`src/rtl/mtr_pkg.sv`:
```
// Shared types and helpers for the N-channel H-bridge PWM driver.
package mtr_pkg;

    // Default command width; PWM period is 2^PER_W clocks
    localparam int MTR_WIDTH = 11;
    localparam int PER_W     = MTR_WIDTH - 1;

    // Per-channel bridge state
    typedef enum logic [2:0] {COAST, BRAKE, FWD, REV, DEAD} mtr_st_t;

    // |v| clamped to 2^per_w-1. The most negative command therefore maps to
    // full scale instead of wrapping to zero.
    function automatic logic [31:0] sat_abs(input logic signed [31:0] v, input int per_w);
        logic [31:0] lim;
        logic [31:0] a;
        lim = (32'd1 << per_w) - 32'd1;
        a   = (v < 0) ? 32'(-v) : 32'(v);
        return (a > lim) ? lim : a;
    endfunction

endpackage

```
`src/rtl/mtr_chan.sv`:
```
// One motor channel: direction FSM, dead-time timer and registered gate outputs.
module mtr_chan
    import mtr_pkg::*;
#(
    parameter int WIDTH    = 11,
    parameter int DEAD_CYC = 8
) (
    input  logic                    clk,
    input  logic                    rst_n,
    input  logic                    en,
    input  logic                    latch,
    input  logic [WIDTH-2:0]        cnt,
    input  logic signed [WIDTH-1:0] cmd,
    output logic                    fwd,
    output logic                    rev,
    output logic                    dead_act
);
    localparam int PW = WIDTH - 1;

    mtr_st_t          st, st_d, tgt, tgt_d, new_dir;
    logic [PW-1:0]    tmr, tmr_d;
    logic [PW-1:0]    mag_q;

    // Direction requested by the incoming command; only consulted at a latch edge
    always_comb begin
        new_dir = FWD;
        if (cmd == '0)
            new_dir = BRAKE;
        else if (cmd[WIDTH-1])
            new_dir = REV;
    end

    // Next-state: en=0 forces coast; direction reversals detour through DEAD
    always_comb begin
        st_d  = st;
        tgt_d = tgt;
        tmr_d = tmr;
        if (!en) begin
            st_d  = COAST;
            tmr_d = '0;
        end else begin
            case (st)
                DEAD: begin
                    // A new command retargets the dead-time but does not restart it
                    if (latch)
                        tgt_d = new_dir;
                    if (tmr == '0)
                        st_d = latch ? new_dir : tgt;
                    else
                        tmr_d = tmr - PW'(1);
                end
                FWD, REV: begin
                    if (latch) begin
                        if ((st == FWD && new_dir == REV) || (st == REV && new_dir == FWD)) begin
                            st_d  = DEAD;
                            tgt_d = new_dir;
                            tmr_d = PW'(DEAD_CYC - 1);
                        end else begin
                            st_d = new_dir;
                        end
                    end
                end
                default: begin
                    // COAST and BRAKE move directly; the bridge is not cross-driven
                    if (latch)
                        st_d = new_dir;
                end
            endcase
        end
    end

    // State, dead timer and period-aligned magnitude latch
    always_ff @(posedge clk) begin
        if (!rst_n) begin
            st    <= COAST;
            tgt   <= COAST;
            tmr   <= '0;
            mag_q <= '0;
        end else begin
            st  <= st_d;
            tgt <= tgt_d;
            tmr <= tmr_d;
            if (latch)
                mag_q <= PW'(sat_abs(32'(cmd), PW));
        end
    end

    // Gate outputs registered from this cycle's state/cnt; en=0 blanks them immediately
    always_ff @(posedge clk) begin
        if (!rst_n || !en) begin
            fwd      <= 1'b0;
            rev      <= 1'b0;
            dead_act <= 1'b0;
        end else begin
            fwd      <= (st == BRAKE) || (st == FWD && cnt < mag_q);
            rev      <= (st == BRAKE) || (st == REV && cnt < mag_q);
            dead_act <= (st == DEAD);
        end
    end

endmodule

```
`src/rtl/mtr_drv_nch.sv`:
```
// N-channel signed-command H-bridge PWM driver: shared period counter plus per-channel FSMs.
module mtr_drv_nch
    import mtr_pkg::*;
#(
    parameter int N_CH     = 2,
    parameter int WIDTH    = MTR_WIDTH,
    parameter int DEAD_CYC = 8
) (
    input  logic                   clk,
    input  logic                   rst_n,
    input  logic                   en,
    input  logic [N_CH*WIDTH-1:0]  cmd,
    output logic [N_CH-1:0]        fwd,
    output logic [N_CH-1:0]        rev,
    output logic [N_CH-1:0]        dead_act,
    output logic                   per_start
);
    localparam int PW = WIDTH - 1;

    logic [PW-1:0] cnt;
    logic          latch;

    // Commands are sampled on the edge where cnt wraps back to zero
    assign latch = &cnt;

    // Free-running period counter, independent of en
    always_ff @(posedge clk) begin
        if (!rst_n)
            cnt <= '0;
        else
            cnt <= cnt + PW'(1);
    end

    // Period marker, high in the same cycle as the outputs that reflect cnt==0
    always_ff @(posedge clk) begin
        if (!rst_n)
            per_start <= 1'b0;
        else
            per_start <= (cnt == '0);
    end

    for (genvar i = 0; i < N_CH; i++) begin : g_ch
        mtr_chan #(
            .WIDTH    (WIDTH),
            .DEAD_CYC (DEAD_CYC)
        ) u_chan (
            .clk      (clk),
            .rst_n    (rst_n),
            .en       (en),
            .latch    (latch),
            .cnt      (cnt),
            .cmd      (cmd[i*WIDTH +: WIDTH]),
            .fwd      (fwd[i]),
            .rev      (rev[i]),
            .dead_act (dead_act[i])
        );
    end

endmodule

```
`config.mk`:
```
export PLATFORM = sky130hd
export DESIGN_NAME = mtr_drv_nch
export DESIGN_NICKNAME = d
export VERILOG_FILES = /design/src/rtl/mtr_pkg.sv /design/src/rtl/mtr_chan.sv /design/src/rtl/mtr_drv_nch.sv
export SDC_FILE = /design/constraint.sdc
export NUM_CORES = 1
export LEC_CHECK = 0
export BUFFER_PORTS_ARGS = -buffer_cell sky130_fd_sc_hd__buf_2
export CORE_ASPECT_RATIO = 0.8
export CORE_UTILIZATION = 55
export CTS_CLUSTER_DIAMETER = 120
export DETAILED_ROUTE_END_ITERATION = 10
export GPL_TIMING_DRIVEN = 0
export PLACE_DENSITY = 0.74
export SYNTH_ARGS = -nofsm -noshare
export SYNTH_HDL_FRONTEND = slang
export SYNTH_SLANG_ARGS = --single-unit
```
`constraint.sdc`:
```
create_clock -name clk -period 3.45 [get_ports clk]
set_clock_uncertainty 0.2 [all_clocks]
set_input_delay 1.035 -clock clk [delete_from_list [all_inputs] [get_ports clk]]
set_output_delay 1.035 -clock clk [all_outputs]
set_load 0.005 [all_outputs]
```
==> Yosys cells after proc, flatten, opt, wreduce, memory -nomap -nowiden <==
Index checks and enable logic that the tools add are counted.
W data, S select, Z words.
{ "totals": {"inputBits": 25, "output_inout_bits": 7, "wordCells": 117, "reg_bits": 69} }
{ "classes": {"n_reduce_logical": 36, "n_mux": 34, "n_eq_ne": 20, "addsub": 5, "order_cmp": 6} }
{ "ops": {"columns": ["op", "n"], "rows": [
  ["$mux W10", 8],
  ["$gt A32 B10 Y1 const B", 2],
  ["$mux W32", 2],
  ["$neg A11 Y32", 2],
  ["$mux W3", 16],
  ["$pmux W10 S2", 2],
  ["$logic_not A10 Y1", 3],
  ["$eq A3 B2 Y1 const B", 8],
  ["$pmux W3 S2", 4],
  ["$logic_not A11 Y1", 2],
  ["$lt A11 B1 Y1 const B", 2],
  ["$lt A10 B10 Y1", 2],
  ["$sub A10 B1 Y10 const B", 2],
  ["$reduce_and A4 Y1", 4],
  ["$add A10 B1 Y10 const B", 1],
  ["$ne A2 B1 Y1 const B", 5],
  ["$reduce_and A10 Y1", 1],
  ["$logic_and A1 B1 Y1", 8],
  ["$reduce_bool A2 Y1", 4],
  ["$logic_or A1 B1 Y1", 7],
  ["$eq A3 B1 Y1 const B", 2],
  ["$eq A3 B3 Y1 const B", 2],
  ["$ne A2 B2 Y1 const B", 3],
  ["$reduce_and A3 Y1", 2],
  ["other kinds (4)", 7]
]} }

==> Longest topological paths before layout <==
{ "depth": {"word_depth": 8, "depth_mapped": 9, "mapped_depth_nobuf": 7} }

==> Modules after synthesis <==
Synthesis repeated with hierarchy kept, for this count alone.
{ "hier_totals": {"hier_cells": 495, "area_unflattened_um2": 4107.7} }
{ "by_module_without_submodules": {"columns": ["module", "n_inst", "area_per_inst_um2", "seq_area_each_um2", "cells_per_inst"], "rows": [
  ["mtr_chan (g_ch[1].u_chan)", 1, 1845.5, 580.6, 225],
  ["mtr_chan (g_ch[0].u_chan)", 1, 1771.7, 580.6, 216],
  ["mtr_drv_nch", 1, 490.5, 220.2, 54]
]} }

==> Worst setup path before layout <==
Ideal clock, no wire load.
{ "synth_timing": {"path_type": "input -> register", "start": "input port cmd[11]", "end": "register g_ch[1].u_chan.tmr[2]", "arrival_time_ps": 2702, "required_time_ps": 3134, "setup_ps": 116, "path_stages": 8, "setup_slack_ps": 431, "n_path_buf": 1, "cell_sequence": "inv_1 -> ha_1 -> or4b_1 -> o311a_4 -> nor3_4 -> buf_6 -> nor2_4 -> o211a_1"} }
{ "synth_between": {"elab_chain_len": 7, "elab_cells_between_ends": 9} }
{ "synth_rtl": {"columns": ["item", "line_no", "source"], "rows": [
  ["start, declared", "mtr_drv_nch.sv:12", "input logic [N_CH*WIDTH-1:0] cmd,"],
  ["$logic_not A11 Y1 (*)", "mtr_chan.sv:27", "if (cmd == '0)"],
  ["$mux W3 (*)", "mtr_chan.sv:27", null],
  ["$eq A3 B2 Y1", "mtr_chan.sv:54", "if ((st == FWD && new_dir == REV) || (st == REV && new_dir == FWD)) begin"],
  ["$logic_and A1 B1 Y1", "mtr_chan.sv:54", null],
  ["$logic_or A1 B1 Y1 (*)", "mtr_chan.sv:54", null],
  ["$ne A2 B1 Y1 (no source line) (*)", null, null],
  ["$reduce_and A4 Y1 (no source line) (*)", null, null],
  ["end signal, assigned", "mtr_chan.sv:82", "tmr <= tmr_d;"],
  ["end, declared", "mtr_chan.sv:21", "logic [PW-1:0] tmr, tmr_d;"]
]} }
Mark *: on every way between the ends. The rest lies on a longest branch, timed or not.
A chain may end at the register's enable or synchronous reset.

==> Final worst setup path <==
{ "layout_timing": {"start": "input port cmd[11]", "end": "register g_ch[1].u_chan.tmr[6]"} }
Same word-level chain as after synthesis.

==> impl_metrics.yaml <==
power_and_ir_drop:
  ir_drop_uv: 185
  power_leakage_nw: 1.86
  power_density_nw_per_um2: 358
  design_power_total_mw: 1.64
global_routing:
  antenna_found_initial: 0
  grt_pass1_vias: 3529
  grt_overflow: 0
  grt_use_total: 0.260
  grt_max_degree: 12
  grt_first_pass_wirelength_mm: 16.2
timing:
  shortest_period_the_worst_path_allows_ns: 3.00
  setup_repair_after_global_routing_missed_its_margin: "false"
  maxSlewHeadroom: 0.515
  timing.fmax_mhz: 333
  slew_viol_final: 0
  timing.final.crit_share: 0.870
  worst-slew-pin-transition_ns: 0.728
  timing.final.ws_setup_ns: 0.448
  hold_viol: 0
  totalNegativeSetupSlack_ns: 0
  setup_violations: 0
  hold_slack_ns: 0.247
yosys:
  synth-seq-cells: 69
  yosysWarningCount: 0
  async_set_or_reset_flop_fraction_in_the_synthesized_netlist: 0
  postSynth.topFlopCell: "dfxtp_1"
  yosys.cell_types.count: 64
  cells_after_synthesis: 489
  synth_nets: 538
  yosysSeqAreaShare: 0.336
  edff_count_synth: 0
  mapped_avg_cell_area_um2: 8.42
  post_synth_instance_area_um2: 4120
placed_design:
  placed_cells: 606
  port_buffers: 30
  worst_case_setup_slack_after_placement_ns: 0.120
  place.detailed.hpwl_mm: 7.08
  gp_congestion: 0.895
  detailed_place.area_um2: 4380
setup_path:
  crit_family: "compound AO/OA/AOI/OAI gates"
  worstPathBufferInverterCount: 2
  critical-path-slowest-cell: "or4b_1"
  required_ns: 3.52
  critical_path.cell_chain: "buf_2 -> inv_1 -> ha_1 -> or4b_1 -> o311a_4 -> o21ai_0 -> nand2_1 -> a21oi_1"
  worstPathMaxFanout: 7
  timing.critical_path.arrival_ns: 3.07
  worstSetupPathType: "in2reg"
  critPathLaunchType: "primary input"
  crit_path_largest_cell_delay_ns: 0.52
  endpoint_kind_of_the_worst_setup_timing_path: "register"
clock_network:
  tritoncts: "done"
  post-cts-setup-buffers: 0
  postCtsHoldBufs: 0
  ctsLongestPathBuffers: 2
  sinks_on_the_clock_net: 69
  numCtsBuffers: 9
  clock-root-buffer: "clkbuf_8"
  clkSlewWorstSetupHoldPaths_ns: 0.07
  clock_tree.htree_level_count: 3
  cells_resized_by_post_cts_repair: 0
  worstSkewPairLatency_ns: 0.35
die:
  fp.dieH_um: 79.4
  design.portCount: 32
  floorplan.initialDensity: 0.583
  dieArea_um2: 7840
  fp.dieW_um: 98.7
  number_of_cell_rows: 27
  core_um2: 7060
worst_hold_path:
  timing.hold.worst.class: "reg2reg"
routing:
  first_drt_iteration_drcs: 241
  routed_wire_length_per_instance_um: 15.5
  routed_wirelength_mm: 9.60
  num_vias: 3784
  antenna_violating_nets_post_route: 0
  first_drt_pass_iteration_count: 4
  post-route-drc-count: 0
  vias_per_cell: 6.09
final_layout:
  insertedDiodeCount: 0
  layout.nets: 579
  final_util: 0.650
  finalInstanceArea_um2: 4590
  drive_above_1_share: 0.135
  synthToLayoutAreaGrowth_pct: 11.5
  instances_no_fill: 621
run_status:
  run_status: "finished, final reports clean"
flow_run:
  maxCapViolations: 0
## worst reg2reg max path: cells and delay by family (launching register included)
family / cells / cell delay, ns
flops: 1 / 0.43
compound gates: 2 / 1.02
fa+ha+maj: 1 / 0.25
simple gates: 2 / 0.52
buf+inv: 1 / 0.27
## cell usage after synthesis (2+ instances only)
cell | n | area [µm²]
dfxtp_1 | 69 | 1380
a21oi_1 | 48 | 240
o21ai_0 | 40 | 200
inv_1 | 31 | 116
ha_1 | 24 | 300
nor2_1 | 24 | 90.1
nand2_1 | 21 | 78.8
xor2_1 | 18 | 158
clkbuf_1 | 16 | 60.1
o31ai_1 | 15 | 113
or4_1 | 13 | 97.6
nand3_1 | 10 | 50.1
or3_1 | 10 | 62.6
and2_1 | 9 | 56.3
nand2b_1 | 9 | 56.3
nor4_1 | 9 | 56.3
o21a_1 | 9 | 67.6
buf_4 | 8 | 60.1
nor2b_1 | 8 | 50.1
nor3_1 | 8 | 40.0
a31oi_1 | 6 | 37.5
nand4_1 | 6 | 37.5
xnor2_1 | 6 | 52.6
a211oi_1 | 4 | 30.0
nand3b_1 | 4 | 30.0
nor3b_1 | 4 | 30.0
o211a_1 | 4 | 40.0
o211ai_1 | 4 | 30.0
o41ai_1 | 4 | 35.0
or4_2 | 4 | 35.0
and3_1 | 3 | 18.8
mux2i_1 | 3 | 30.0
a2111o_1 | 2 | 22.5
a2111oi_0 | 2 | 17.5
a211o_1 | 2 | 17.5
and4_1 | 2 | 17.5
o21bai_1 | 2 | 15.0
or4b_1 | 2 | 20.0
## logic make-up (layout without fill, tap and decap cells)
| logic type | after synthesis | count (layout) | synth area share |
|---|---|---|---|
| AOI/OAI and AO/OA | 153 | 153 | 0.238 |
| xor gates and xnor gates | 24 | 24 | 0.0511 |
| adders and majority gates | 24 | 24 | 0.0729 |
| buffers and inverters | 59 | 104 | 0.0660 |
| DFF | 69 | 69 | 0.336 |
| muxes | 3 | 3 | 0.00730 |
| and+or+nand+nor | 157 | 157 | 0.229 |
## registers in the layout, summed over array words and instances (netlist names)
signal / flops
g_ch.u_chan.dead_act: 2
g_ch.u_chan.tmr: 20
g_ch.u_chan.fwd: 2
g_ch.u_chan.mag_q: 20
per_start: 1
g_ch.u_chan.rev: 2
g_ch.u_chan.tgt: 6
cnt: 10
g_ch.u_chan.st: 6
## path summary, 6_finish.rpt
check,end,slack [ns],start,cells past startpoint
setup / recovery,g_ch[1].u_chan.tmr[6],0.45,cmd[11],8
setup reg to reg,g_ch[0].u_chan.tmr[5],0.65,cnt[0],6
hold / removal,g_ch[1].u_chan.tgt[2],0.25,g_ch[1].u_chan.tgt[2],2
hold reg to reg,g_ch[1].u_chan.tgt[2],0.25,g_ch[1].u_chan.tgt[2],2
## area by class of cell
type / instances / area [µm²]
plain buffers: 28 / 155
clock buffers: 11 / 141
clock inverters: 4 / 72.6
fillers: 634 / 2470
inverters: 31 / 116
multi-input cells: 361 / 2460
flip-flops and latches: 69 / 1380
well taps: 87 / 109
repair buffers: 30 / 150
## power breakdown
| group | leakage, nW | switching [mW] | internal, mW |
|---|---|---|---|
| logic | 1.20 | 0.0682 | 0.0465 |
| registers | 0.556 | 0.00586 | 0.800 |
| clock network | 0.105 | 0.302 | 0.422 |
## per-layer routing
layer	vias up	wire, µm	share of wire	GRT usage
met5	-	0	0	0
met4	0	73	0.0076	0.0627
met3	8	612	0.064	0.0622
met2	114	4350	0.45	0.435
met1	1775	4570	0.48	0.341
li1	1887	-	-	-
## cells in the final DEF, fill, tap and decap left out, drive strengths merged, types with 11 or more instances in the layout
cell / synthesis / final
dfxtp: 69 / 69
a21oi: 49 / 49
o21ai: 41 / 41
buf: 10 / 40
inv: 31 / 31
clkbuf: 18 / 29
nor2: 25 / 25
ha: 24 / 24
nand2: 21 / 21
xor2: 18 / 18
or4: 17 / 17
o31ai: 15 / 15
nand3: 11 / 11
No activity file was read; power rests on OpenSTA's default activity.
